**src/rtl/alu_share_arbiter_if.sv**
```systemverilog
// Bundle of requester, ALU and response signals for the shared add/sub ALU arbiter.
// master = requesters/ALU/consumer side, slave = arbiter side.
interface alu_share_arbiter_if #(
    parameter int unsigned NREQ = 4,
    parameter int unsigned ID_W = 2
);
    logic [NREQ-1:0]   req_valid;
    logic [4*NREQ-1:0] req_a;
    logic [4*NREQ-1:0] req_b;
    logic [NREQ-1:0]   req_sel;
    logic [NREQ-1:0]   req_ready;
    logic [3:0]        alu_a;
    logic [3:0]        alu_b;
    logic              alu_sel;
    logic [4:0]        alu_c;
    logic              rsp_valid;
    logic              rsp_ready;
    logic [4:0]        rsp_data;
    logic [ID_W-1:0]   rsp_id;
    logic              busy;
    logic [7:0]        op_count;

    modport master (
        output req_valid, req_a, req_b, req_sel, alu_c, rsp_ready,
        input  req_ready, alu_a, alu_b, alu_sel, rsp_valid, rsp_data, rsp_id, busy, op_count
    );

    modport slave (
        input  req_valid, req_a, req_b, req_sel, alu_c, rsp_ready,
        output req_ready, alu_a, alu_b, alu_sel, rsp_valid, rsp_data, rsp_id, busy, op_count
    );
endinterface

```
**src/rtl/alu_share_arbiter.sv**
```systemverilog
// Round-robin arbiter sharing one external 4-bit add/sub ALU among NREQ requesters.
// One operation at a time: IDLE (grant) -> EXEC (capture ALU result) -> RESP (handshake).
module alu_share_arbiter #(
    parameter int unsigned NREQ = 4,
    parameter int unsigned ID_W = 2
) (
    input  logic                clk,
    input  logic                rst_n,
    alu_share_arbiter_if.slave  bus
);
    localparam int unsigned DW = 4;
    localparam int unsigned RW = 5;
    localparam int unsigned CW = 8;

    typedef enum logic [1:0] {
        S_IDLE = 2'd0,
        S_EXEC = 2'd1,
        S_RESP = 2'd2
    } state_t;

    state_t            r_state;
    state_t            w_next;
    logic [ID_W-1:0]   r_last_grant;
    logic [DW-1:0]     r_alu_a;
    logic [DW-1:0]     r_alu_b;
    logic              r_alu_sel;
    logic              r_rsp_valid;
    logic [RW-1:0]     r_rsp_data;
    logic [ID_W-1:0]   r_rsp_id;
    logic [CW-1:0]     r_op_count;

    logic [ID_W:0]     w_shift;
    logic [2*NREQ-1:0] w_rot;
    logic              w_found;
    logic [ID_W-1:0]   w_winner;
    logic [DW-1:0]     w_a;
    logic [DW-1:0]     w_b;
    logic              w_sel;
    logic [NREQ-1:0]   w_ready;
    logic              w_accept;
    logic              w_exec;
    logic              w_done;

    // Rotate the doubled valid vector so bit 0 is the requester after the last grant
    always_comb begin
        w_shift  = {1'b0, r_last_grant} + (ID_W+1)'(1);
        w_rot    = {bus.req_valid, bus.req_valid} >> w_shift;
        w_found  = 1'b0;
        w_winner = '0;
        for (int k = NREQ - 1; k >= 0; k--) begin
            if (w_rot[k]) begin
                w_found  = 1'b1;
                w_winner = ID_W'((int'(r_last_grant) + 1 + k) % NREQ);
            end
        end
    end

    // Operand mux and one-hot ready for the winner
    always_comb begin
        w_a     = '0;
        w_b     = '0;
        w_sel   = 1'b0;
        w_ready = '0;
        for (int i = 0; i < NREQ; i++) begin
            if (w_winner == ID_W'(i)) begin
                w_a        = bus.req_a[i*DW +: DW];
                w_b        = bus.req_b[i*DW +: DW];
                w_sel      = bus.req_sel[i];
                w_ready[i] = w_found && (r_state == S_IDLE);
            end
        end
    end

    always_ff @(posedge clk or negedge rst_n) begin
        if (!rst_n) begin
            r_state <= S_IDLE;
        end else begin
            r_state <= w_next;
        end
    end

    always_comb begin
        w_next   = r_state;
        w_accept = 1'b0;
        w_exec   = 1'b0;
        w_done   = 1'b0;
        case (r_state)
            S_IDLE: begin
                if (w_found) begin
                    w_accept = 1'b1;
                    w_next   = S_EXEC;
                end
            end
            S_EXEC: begin
                w_exec = 1'b1;
                w_next = S_RESP;
            end
            S_RESP: begin
                if (r_rsp_valid && bus.rsp_ready) begin
                    w_done = 1'b1;
                    w_next = S_IDLE;
                end
            end
            default: w_next = S_IDLE;
        endcase
    end

    // ALU operand registers only move on the accept edge
    always_ff @(posedge clk or negedge rst_n) begin
        if (!rst_n) begin
            r_last_grant <= ID_W'(NREQ - 1);
            r_alu_a      <= '0;
            r_alu_b      <= '0;
            r_alu_sel    <= 1'b0;
        end else if (w_accept) begin
            r_last_grant <= w_winner;
            r_alu_a      <= w_a;
            r_alu_b      <= w_b;
            r_alu_sel    <= w_sel;
        end
    end

    always_ff @(posedge clk or negedge rst_n) begin
        if (!rst_n) begin
            r_rsp_valid <= 1'b0;
            r_rsp_data  <= '0;
            r_rsp_id    <= '0;
            r_op_count  <= '0;
        end else begin
            if (w_exec) begin
                r_rsp_valid <= 1'b1;
                r_rsp_data  <= bus.alu_c;
                r_rsp_id    <= r_last_grant;
                if (r_op_count != CW'(255)) begin
                    r_op_count <= r_op_count + CW'(1);
                end
            end else if (w_done) begin
                r_rsp_valid <= 1'b0;
            end
        end
    end

    assign bus.req_ready = w_ready;
    assign bus.alu_a     = r_alu_a;
    assign bus.alu_b     = r_alu_b;
    assign bus.alu_sel   = r_alu_sel;
    assign bus.rsp_valid = r_rsp_valid;
    assign bus.rsp_data  = r_rsp_data;
    assign bus.rsp_id    = r_rsp_id;
    assign bus.busy      = (r_state != S_IDLE);
    assign bus.op_count  = r_op_count;
endmodule
```
**src/flat_wrapper.sv**
```systemverilog
// flat-port wrapper written by rule: the top's interface ports become plain ports
module alu_share_arbiter_flat 
#(
    parameter int unsigned NREQ = 4,
    parameter int unsigned ID_W = 2
)
  (clk, rst_n, bus_req_valid, bus_req_a, bus_req_b, bus_req_sel, bus_alu_c, bus_rsp_ready, bus_req_ready, bus_alu_a, bus_alu_b, bus_alu_sel, bus_rsp_valid, bus_rsp_data, bus_rsp_id, bus_busy, bus_op_count);
  alu_share_arbiter_if #(.NREQ(NREQ), .ID_W(ID_W)) bus_i ();
  input  logic clk;
  input  logic rst_n;
  input wire logic [$bits(bus_i.req_valid)-1:0] bus_req_valid;
  input wire logic [$bits(bus_i.req_a)-1:0] bus_req_a;
  input wire logic [$bits(bus_i.req_b)-1:0] bus_req_b;
  input wire logic [$bits(bus_i.req_sel)-1:0] bus_req_sel;
  input wire logic [$bits(bus_i.alu_c)-1:0] bus_alu_c;
  input wire logic [$bits(bus_i.rsp_ready)-1:0] bus_rsp_ready;
  output wire logic [$bits(bus_i.req_ready)-1:0] bus_req_ready;
  output wire logic [$bits(bus_i.alu_a)-1:0] bus_alu_a;
  output wire logic [$bits(bus_i.alu_b)-1:0] bus_alu_b;
  output wire logic [$bits(bus_i.alu_sel)-1:0] bus_alu_sel;
  output wire logic [$bits(bus_i.rsp_valid)-1:0] bus_rsp_valid;
  output wire logic [$bits(bus_i.rsp_data)-1:0] bus_rsp_data;
  output wire logic [$bits(bus_i.rsp_id)-1:0] bus_rsp_id;
  output wire logic [$bits(bus_i.busy)-1:0] bus_busy;
  output wire logic [$bits(bus_i.op_count)-1:0] bus_op_count;
  assign bus_i.req_valid = bus_req_valid;
  assign bus_i.req_a = bus_req_a;
  assign bus_i.req_b = bus_req_b;
  assign bus_i.req_sel = bus_req_sel;
  assign bus_i.alu_c = bus_alu_c;
  assign bus_i.rsp_ready = bus_rsp_ready;
  assign bus_req_ready = bus_i.req_ready;
  assign bus_alu_a = bus_i.alu_a;
  assign bus_alu_b = bus_i.alu_b;
  assign bus_alu_sel = bus_i.alu_sel;
  assign bus_rsp_valid = bus_i.rsp_valid;
  assign bus_rsp_data = bus_i.rsp_data;
  assign bus_rsp_id = bus_i.rsp_id;
  assign bus_busy = bus_i.busy;
  assign bus_op_count = bus_i.op_count;
  alu_share_arbiter #(.NREQ(NREQ), .ID_W(ID_W)) u_core (.clk(clk), .rst_n(rst_n), .bus(bus_i));
endmodule
```
**config.mk**
```make
export PLATFORM = sky130hd
export DESIGN_NAME = alu_share_arbiter_flat
export DESIGN_NICKNAME = d
export VERILOG_FILES = /design/src/rtl/alu_share_arbiter_if.sv /design/src/rtl/alu_share_arbiter.sv /design/src/flat_wrapper.sv
export SDC_FILE = /design/constraint.sdc
export NUM_CORES = 1
export LEC_CHECK = 0
export BUFFER_PORTS_ARGS = -buffer_cell sky130_fd_sc_hd__buf_2
export CAP_MARGIN = 20
export CELL_PAD_IN_SITES_DETAIL_PLACEMENT = 1
export CELL_PAD_IN_SITES_GLOBAL_PLACEMENT = 2
export CORE_MARGIN = 1
export CORE_UTILIZATION = 29
export DETAILED_ROUTE_END_ITERATION = 12
export PLACE_DENSITY_LB_ADDON = 0.1
export SETUP_SLACK_MARGIN = 0.3
export SYNTH_ARGS = -nofsm -noshare
export SYNTH_HDL_FRONTEND = slang
export SYNTH_SLANG_ARGS = --single-unit
export TNS_END_PERCENT = 30
```
**constraint.sdc**
```tcl
create_clock -name clk -period 4.4 [get_ports clk]
set_input_delay 0.88 -clock clk [delete_from_list [all_inputs] [get_ports clk]]
set_output_delay 0.88 -clock clk [all_outputs]
set_load 0.05 [all_outputs]
```
==> impl_metrics.csv, run 1 <==
group,metric,value,unit
outcome,run_status,"completed",
final_layout,layout_common_cells,"77 x buf_2, 27 x dfrtp_1, 24 x nand2_1",
floorplan,boundaryPins,78,
final_layout,drive_gt1_share,42.57,%
critical_path,criticalPathCategory,"in2out",
detailed_routing,drc_violation_total_after_the_first_tritonroute_iteration,41,
detailed_routing,drt-pass1-iter-count,4,
logic_synthesis,synth_top_area_share,40.33,%
critical_path,startpoint_type,"primary input",
detailed_routing,final_antenna_net_count,0,
power_and_ir_drop,net-switching-power,0.9622,mW
power_and_ir_drop,comb_power_share,60.4,%
logic_synthesis,library_cells_used_by_synthesis,41,
final_layout,fillerInstances,695,
placement,gp_congestion,0.7133,
global_routing,global_route.overflow_total,0,
power_and_ir_drop,power_report.internal_total,0.8452,mW
power_and_ir_drop,vdd_drop_max,272.4,uV
cts,clock-sinks,29,
logic_synthesis,yosys_register_bits,29,
final_layout,antennaDiodeCount,0,
floorplan,floorplan.rows,27,
power_and_ir_drop,power-per-cell-area,819.4,nW/um^2
logic_synthesis,main_synth_ff_type,"dfrtp_1",
cts,clk_pin_slew_worst_paths,0.06,ns
detailed_routing,vias,1496,
placement,hpwl,3378,um
global_routing,global_route.usage.met3,5.294,%
floorplan,fp.coreArea,5540,um^2
sta,worst_hold_slack,0.4693,ns
logic_synthesis,synthesis.yosys.warnings,0,
logic_synthesis,netlist_top_cells_area,"dfrtp_1 40%, o211a_1 5.4%, mux2_4 5.4%",
sta,timing.setup.tns,0,ns
logic_synthesis,synth_xor_xnor_area_share,3.659,%
power_and_ir_drop,leakagePower,1.141,nW
global_routing,busiest_layer,"met2",
cts,post_cts_buffers,0,
final_layout,layout_commonest_cell,"buf_2",
cts,cts_tree,"yes",
global_routing,grt_use_met1,17.58,%
critical_path,worst_setup_path_end_kind,"primary output",
sta,drv_slew,0,
logic_synthesis,synth.net_count,218,
logic_synthesis,synthesized_area_fraction_occupied_by_adder_cells,0.7468,%
global_routing,grt_first_pass_wirelength,7107,um
sta,worst_slew_margin_rel,54.63,%
global_routing,grt_max_degree,30,
logic_synthesis,synth.yosys.seq_area_share,43.47,%
critical_path,cpMostUsedCell,"buf_2",
sta,period_share,80.46,%
logic_synthesis,main_combinational_cell_family_by_area_after_synthesis,"simple AND/OR/NAND/NOR gates",
global_routing,global_route.usage.total,15.14,%
detailed_routing,totalWireLength,4440,um
floorplan,floorplan.initialDensity,30.24,%
logic_synthesis,yosysTopAreaCell,"dfrtp_1",
cts,cts.htree.levels,2,
logic_synthesis,syn_area_per_cell,9.913,um^2
final_layout,areaGrowthSynthToFinish,31.67,%
floorplan,fp.dieH,78.01,um
sta,achievable-frequency,0.2825,GHz
critical_path,worstPathRequired,3.52,ns
sta,fin_skew,0.01031,ns
final_layout,nNetsFinal,297,
floorplan,dieArea,6085,um^2
cts,holdBufCountCts,0,
floorplan,die_x,78.01,um
critical_path,timing.critical_path.cells,"buf_2, or2b_1, a21oi_2, or3_1, nor2_1, o21a_1, buf_2",
power_and_ir_drop,p_clk_share,11.9,%
global_routing,number_of_global_route_vias_before_repair,1511,
critical_path,critical_path.slowest_cell,"or3_1",
global_routing,antenna_found_initial,0,
power_and_ir_drop,sw_frac_of_total,53.24,%
cts,clock_tree.buffer_depth,2,
logic_synthesis,post_synth_and_or_nand_nor_area_fraction,18.75,%
cts,ctsRootBufferMaster,"clkbuf_8",
placement,numPortBuffers,77,
sta,finalSetupViolCount,0,
logic_synthesis,yosys-mux-area-fraction,8.663,%
cts,worst_skew_pair.late_latency,0.28,ns
logic_synthesis,synthesis.instances,169,
critical_path,crit_arrival,2.66,ns
logic_synthesis,post_synthesis_async_set_or_reset_flop_share,100.0,%
cts,postcts_resize_cnt,0,
critical_path,cpPeakStageDelay,0.55,ns
flow_run,max_cap_violations,0,
hold_path,worstHoldPathType,"reg2reg",
global_routing,met2_usage,26.19,%
sta,final-hold-violation-count,0,
critical_path,crit_fanout,12,
cts,cts_inserted_buffers,5,
detailed_routing,post_drt_wl_per_cell,13.83,um
logic_synthesis,syn_area,1675,um^2
sta,tightest_slew,0.6805,ns
detailed_routing,drc,0,
detailed_routing,routed_via_density,4.660,
power_and_ir_drop,share_of_power_burned_in_registers,27.8,%
logic_synthesis,synth-edff-count,0,
logic_synthesis,synth_compound_area_share,18.67,%
sta,unrepaired_setup_endpoints_after_global_routing,"no",
sta,final.min_clock_period,3.540,ns
## flip-flops by register name, indices dropped and copies added (netlist names)
signal                cells
u_core.bus.op_count       8
u_core.r_last_grant       2
u_core.bus.rsp_data       5
u_core.bus.rsp_valid      1
u_core.bus.alu_b          4
u_core.r_state            2
u_core.bus.alu_a          4
u_core.bus.rsp_id         2
u_core.bus.alu_sel        1
## final cells by class
cell class              instances  area, um^2  share of cell area, %
clock inverters                 3       17.52                 0.7941
well taps                      72       90.09                  4.084
inverters                      13       48.80                  2.212
flip-flops and latches         29       728.2                  33.01
repair buffers                 79       400.4                  18.15
clock buffers                   5       68.82                  3.120
multi-input cells             120       852.1                  38.63
## worst max-delay path: cells and delay by family
| family | cells | cell delay (ns) |
|---|---|---|
| simple gates | 3 | 0.94 |
| compound gates | 2 | 0.52 |
| buf+inv | 2 | 0.32 |
## power by group through the flow
stage,sequential [mW],combinational (mW),clock [mW]
5_1_grt,0.520,1.17,0.240
3_3_place_gp,0.507,1.09,0
3_5_place_dp,0.510,1.10,0
2_1_floorplan,0.849,0.519,0
6_report,0.502,1.09,0.215
4_1_cts,0.505,1.11,0.225
## synth_stat cells, types with 2 or more instances
| library cell | number |
|---|---|
| or2b_1 | 2 |
| buf_6 | 2 |
| nor3_1 | 2 |
| dfstp_2 | 2 |
| nor4_1 | 2 |
| inv_1 | 12 |
| o31ai_1 | 9 |
| xnor2_1 | 5 |
| a21oi_2 | 2 |
| mux2_2 | 4 |
| nor2_1 | 4 |
| dfrtp_1 | 27 |
| nand3_1 | 4 |
| o211ai_1 | 9 |
| nand2_1 | 24 |
| nand2b_1 | 11 |
| nand4_1 | 3 |
| o21a_1 | 2 |
| and2_1 | 2 |
| clkbuf_1 | 4 |
| mux2_4 | 6 |
| o211a_1 | 9 |
| xor2_1 | 2 |
| a21oi_1 | 3 |
## kinds of logic after synthesis
family          count (synthesis)
compound gates                 40
xor+xnor                        7
fa+ha+maj                       1
buf+inv                        20
flops                          29
mux                            11
simple gates                   61
## per-stage QoR
step | worst slack (ns) | instances | power (mW) | util, % | area (um^2)
after floorplan | 0.6633 | 169 | 1.368 | - | 1682
after global routing | 0.7435 | 321 | 1.927 | 39.81 | 2206
final | 0.8599 | 321 | 1.807 | 39.81 | 2206
after CTS | 0.8487 | 321 | 1.836 | 39.81 | 2206
after detailed placement | 0.8608 | 313 | 1.612 | 38.26 | 2120
after global placement | 0.9265 | 313 | 1.600 | 38.26 | 2120
## per-layer routing
metal	up-vias	share of wire, %
li1	752	-
met1	696	44
met3	2	7.1
met4	0	0.43
met5	-	0
met2	46	48
## worst paths after layout
kind / startpoint / to / slack (ns) / depth (start not counted)
min in group asynchronous: rst_n / u_core.bus.alu_b[1] / 0.64 / 1
worst min-delay path: u_core.bus.rsp_data[4] / u_core.bus.rsp_data[4] / 0.47 / 2
worst max register to register: u_core.r_last_grant[0] / u_core.bus.alu_a[1] / 1.79 / 6
max in group asynchronous: rst_n / u_core.bus.rsp_id[0] / 3.32 / 1
worst max-delay path: bus_req_valid[0] / bus_req_ready[3] / 0.86 / 7
worst min register to register: u_core.bus.rsp_data[4] / u_core.bus.rsp_data[4] / 0.47 / 2
(Power assumes the default switching activity.)
==> inputs of run 2 (changes only) <==
- CORE_UTILIZATION: 29 -> 26
- clock period: 4.4 -> 3.55 ns (I/O delays scaled with it)
==> run 2 against run 1 <==
Non-clock buffer count increased by 3. Critical endpoint is now bus_req_ready[1]. Critical path depth unchanged. Combinational power increased by 28%. Global-route usage decreased by 0.27 points. Clock skew decreased by 0.0054 ns. Sequential power increased by 25%. Highest routed layer unchanged. Utilization decreased by 2.9 points. Die area increased by 11%. Clock power increased by 25%. Routed wire length increased by 5.7%. Setup slack got worse by 0.42 ns. Critical path type unchanged.
==> impl_metrics.csv, run 2 (synthesis results as in run 1) <==
group,metric,value,unit
global_routing,global_route.usage.total,14.87,%
cts,worst_skew_pair.late_latency,0.28,ns
sta,period_share,87.65,%
sta,postLayoutSetupSlackWorst,0.4385,ns
sta,drv_slew,0,
cts,clk_pin_slew_worst_paths,0.07,ns
floorplan,boundaryPins,78,
detailed_routing,post_drt_wl_per_cell,14.35,um
sta,achievable-frequency,0.3214,GHz
floorplan,dieArea,6768,um^2
cts,postcts_resize_cnt,0,
final_layout,drive_gt1_share,42.86,%
cts,ctsRootBufferMaster,"clkbuf_8",
sta,worst_hold_slack,0.4663,ns
final_layout,layout_commonest_cell,"buf_2",
detailed_routing,final_antenna_net_count,0,
global_routing,grt_max_degree,30,
final_layout,finalInstanceArea,2237,um^2
sta,tightest_slew,0.6810,ns
cts,cts.htree.levels,2,
detailed_routing,highest_layer,"met4",
placement,detailedPlace.worstSlack,0.4503,ns
sta,finalSetupViolCount,0,
detailed_routing,drt-pass1-iter-count,4,
critical_path,r2r_slack,1.29,ns
sta,final-hold-violation-count,0,
final_layout,antennaDiodeCount,0,
final_layout,largest_register_ffs,8,
cts,clock_tree.buffer_depth,2,
flow_run,max_cap_violations,0,
global_routing,global_route.overflow_total,0,
cts,cts_tree,"yes",
placement,hpwl,3558,um
critical_path,critical_path.slowest_cell,"a21oi_2",
power_and_ir_drop,leakagePower,1.158,nW
sta,timing.setup.tns,0,ns
power_and_ir_drop,total_power,2.282,mW
placement,numPortBuffers,77,
detailed_routing,vias,1537,
outcome,run_status,"completed",
sta,fin_skew,0.004912,ns
detailed_routing,totalWireLength,4693,um
critical_path,timing.critical_path.cells,"buf_2, or2b_1, a21oi_2, or3_1, buf_4, and2_1, buf_2",
critical_path,startpoint_type,"primary input",
critical_path,cpMostUsedCell,"buf_2",
placement,place_area,2155,um^2
sta,final.min_clock_period,3.111,ns
critical_path,crit_arrival,2.40,ns
placement,post-place-cells,319,
floorplan,fp.coreArea,6061,um^2
final_layout,multiInputGateArea,860.8,um^2
detailed_routing,drc,0,
detailed_routing,wirelength_met1,2307,um
critical_path,criticalPathCategory,"in2out",
critical_path,crit_fanout,10,
global_routing,number_of_global_route_vias_before_repair,1532,
critical_path,worstPathRequired,2.84,ns
cts,post_cts_buffers,0,
floorplan,die_x,82.27,um
final_layout,fillerInstances,747,
cts,clock-sinks,29,
critical_path,path_buf_inv,3,
critical_path,cpPeakStageDelay,0.37,ns
cts,holdBufCountCts,0,
power_and_ir_drop,power-per-cell-area,1020,nW/um^2
final_layout,layout_common_cells,"77 x buf_2, 27 x dfrtp_1, 24 x nand2_1",
final_layout,fin_util,36.91,%
sta,unrepaired_setup_endpoints_after_global_routing,"no",
final_layout,areaGrowthSynthToFinish,33.53,%
sta,worst_slew_margin_rel,54.60,%
critical_path,worst_setup_path_end_kind,"primary output",
hold_path,worstHoldPathType,"in2async",
detailed_routing,routed_via_density,4.700,
critical_path,family_with_the_most_delay_on_the_worst_path,"simple AND/OR/NAND/NOR gates",
detailed_routing,drc_violation_total_after_the_first_tritonroute_iteration,72,
final_layout,final_cell_count_no_fill,327,
placement,gp_congestion,0.7218,
cts,cts_inserted_buffers,5,
floorplan,floorplan.initialDensity,27.64,%
final_layout,nNetsFinal,300,
detailed_routing,met3WireLength,308,um
global_routing,antenna_found_initial,0,
floorplan,floorplan.rows,28,
detailed_routing,routed-wl-met2,2055,um
final_layout,layout.area.seq,728.2,um^2
power_and_ir_drop,vdd_drop_max,521.9,uV
global_routing,grt_first_pass_wirelength,7403,um
floorplan,fp.dieH,82.27,um
-- run 2: cell type report --
| class | instances | area share, % |
|---|---|---|
| Clock inverter | 2 | 0.4474 |
| Inverter | 13 | 2.181 |
| Multi-Input combinational cell | 120 | 38.48 |
| Tap cell | 75 | 4.195 |
| Clock buffer | 6 | 3.244 |
| Sequential cell | 29 | 32.55 |
| Timing Repair Buffer | 82 | 18.90 |
-- run 2: final timing paths --
path	startpoint	end	cells after the start
min in group clk	u_core.bus.rsp_data[1]	u_core.bus.rsp_data[1]	2
max in group asynchronous	rst_n	u_core.bus.alu_a[3]	1
max reg2reg	u_core.r_last_grant[0]	u_core.bus.alu_b[2]	6
max	bus_req_valid[0]	bus_req_ready[1]	7
min reg2reg	u_core.bus.rsp_data[1]	u_core.bus.rsp_data[1]	2
min	rst_n	u_core.bus.alu_b[2]	1
-- run 2: routing by layer --
metal	vias to the layer above	track usage, %
li1	756	-
met1	731	20.15
met2	48	23.22
met3	2	4.176
met4	0	3.684
met5	-	0
-- run 2: power breakdown --
part | switching, mW | leakage [nW] | internal, mW
logic | 0.952 | 0.768 | 0.434
clock network | 0.133 | 0.0450 | 0.136
registers | 0.132 | 0.345 | 0.495
total | 1.22 | 1.16 | 1.07
==> inputs of run 3 (changes only) <==
- CORE_ASPECT_RATIO: default -> 1.25
==> run 3 against run 2 <==
Critical path depth is 1 lower. First-iteration DRC count fell by 18%. Maximum frequency increased by 0.64%. Non-clock buffer count fell by 2. Flip-flop and latch count stayed put. Global-route usage shrank 0.20 points. Clock power about the same. Register-to-register slack worse by 0.26 ns. Die area about the same. Hold slack better by 0.0074 ns. Combinational power hardly changed. Largest cell class unchanged. Largest power group unchanged.
==> impl_metrics.csv, run 3 (synthesis results as in run 1) <==
group,metric,value,unit
critical_path,r2r_slack,1.03,ns
sta,final.min_clock_period,3.092,ns
floorplan,fp.dieH,91.75,um
cts,ctsRootBufferMaster,"clkbuf_8",
floorplan,floorplan.initialDensity,27.00,%
floorplan,die_x,73.80,um
cts,holdBufCountCts,0,
placement,post-place-cells,327,
cts,cts.htree.levels,2,
final_layout,largest_register_ffs,8,
final_layout,finalInstanceArea,2238,um^2
global_routing,grt_first_pass_wirelength,7472,um
critical_path,criticalPathCategory,"in2out",
global_routing,met2_usage,24.69,%
critical_path,crit_arrival,2.38,ns
cts,clock-sinks,29,
global_routing,global_route.usage.met3,4.835,%
cts,cts_tree,"yes",
flow_run,max_cap_violations,0,
global_routing,grt_use_met1,17.20,%
global_routing,global_route.overflow_total,0,
cts,cts_inserted_buffers,5,
detailed_routing,post_drt_wl_per_cell,13.73,um
power_and_ir_drop,power-per-cell-area,1011,nW/um^2
critical_path,worst_setup_path_end_kind,"primary output",
placement,hpwl,3550,um
cts,worst_skew_pair.late_latency,0.28,ns
power_and_ir_drop,total_power,2.263,mW
floorplan,dieArea,6770,um^2
critical_path,startpoint_type,"primary input",
critical_path,worst_r2r_path_depth,6,
placement,place_area,2152,um^2
sta,achievable-frequency,0.3234,GHz
cts,postcts_resize_cnt,0,
sta,fin_skew,0.006262,ns
hold_path,worstHoldEndpoint,"u_core.bus.rsp_data[0]",
sta,drv_slew,0,
global_routing,antenna_found_initial,0,
detailed_routing,vias,1519,
global_routing,busiest_layer,"met2",
floorplan,floorplan.rows,32,
detailed_routing,totalWireLength,4599,um
cts,clk_pin_slew_worst_paths,0.06,ns
power_and_ir_drop,leakagePower,1.147,nW
final_layout,layout_common_cells,"77 x buf_2, 27 x dfrtp_1, 24 x nand2_1",
hold_path,holdPathStages,2,
final_layout,layout_commonest_cell,"buf_2",
cts,clock_tree.buffer_depth,2,
floorplan,fp.coreArea,6206,um^2
global_routing,number_of_global_route_vias_before_repair,1554,
global_routing,global_route.usage.total,14.67,%
final_layout,nNetsFinal,298,
sta,final-hold-violation-count,0,
final_layout,drive_gt1_share,42.80,%
critical_path,critical_path.reg2reg.endpoint,"u_core.bus.alu_b[2]",
sta,unrepaired_setup_endpoints_after_global_routing,"no",
sta,worst_slew_margin_rel,51.94,%
cts,post_cts_buffers,0,
hold_path,worstHoldPathType,"reg2reg",
sta,tightest_slew,0.7209,ns
detailed_routing,routed_via_density,4.534,
critical_path,worst_r2r_startpoint,"u_core.r_last_grant[0]",
hold_path,min-delay-start,"u_core.bus.rsp_data[0]",
final_layout,fillerInstances,746,
detailed_routing,drc,0,
sta,finalSetupViolCount,0,
detailed_routing,drc_violation_total_after_the_first_tritonroute_iteration,59,
global_routing,grt_max_degree,30,
critical_path,worstPathRequired,2.84,ns
placement,gp_congestion,0.6904,
final_layout,final_cell_count_no_fill,335,
power_and_ir_drop,vdd_drop_max,334.9,uV
detailed_routing,final_antenna_net_count,0,
outcome,run_status,"completed",
sta,period_share,87.09,%
floorplan,boundaryPins,78,
critical_path,crit_fanout,10,
sta,timing.setup.tns,0,ns
detailed_routing,drt-pass1-iter-count,4,
final_layout,antennaDiodeCount,0,
final_layout,areaGrowthSynthToFinish,33.61,%
placement,numPortBuffers,77,
==> run 3: changes by cell type in the layout (fill, tap and decap cells not counted), sizes merged <==
| cell | before | now |
|---|---|---|
| clkinvlp | 0 | 1 |
| buf | 82 | 80 |
| clkbuf | 6 | 5 |
==> run 3: critical path, cell delays in order <==
cell and delay (ns):
buf_2 0.12, or2b_1 0.24, a21oi_2 0.39, or3_1 0.45
and2_1 0.20, buf_2 0.26
==> run 3: worst max path at each step <==
stage,start,to,slack (ns),cells past startpoint
6_report,bus_req_valid[0],bus_req_ready[1],0.46,6
5_1_grt,bus_req_valid[0],bus_req_ready[0],0.34,6
4_1_cts,bus_req_valid[0],bus_req_ready[0],0.46,6
3_5_place_dp,bus_req_valid[0],bus_req_ready[0],0.48,6
3_3_place_gp,bus_req_valid[3],bus_req_ready[3],0.50,7
2_1_floorplan,bus_req_valid[0],bus_req_ready[2],0.47,7
==> run 3: through the flow <==
| stage | util [%] | hold slack [ns] | setup WS (ns) |
|---|---|---|---|
| 3_5_place_dp | 34.68 | 0.4614 | 0.4754 |
| 5_1_grt | 36.07 | 0.5016 | 0.3439 |
| 6_report | 36.07 | 0.4737 | 0.4583 |
| 2_1_floorplan | - | 0.4144 | 0.4738 |
| 3_3_place_gp | 34.68 | 0.4534 | 0.4967 |
| 4_1_cts | 36.07 | 0.4799 | 0.4613 |
==> run 3: per-layer routing <==
metal  wire, um  share of wire [%]
met1       1995                 43
met2       2212                 48
met3        330                7.2
met4         60                1.3
met5          0                  0
==> run 3: where the power goes <==
part | total [mW] | internal [mW] | leakage [nW] | switching (mW)
clock | 0.271 | 0.135 | 0.0439 | 0.136
sequential | 0.618 | 0.495 | 0.345 | 0.123
combinational | 1.37 | 0.426 | 0.758 | 0.948
==> run 3: final cells by class <==
class	instances	area, um^2	share of cell area (%)
clock buffer	5	68.82	3.074
tap	85	106.4	4.751
inverter	13	48.80	2.180
clock inverter	3	17.52	0.7826
sequential	29	728.2	32.53
timing repair buffer	80	407.9	18.22
multi-input combinational	120	860.8	38.46
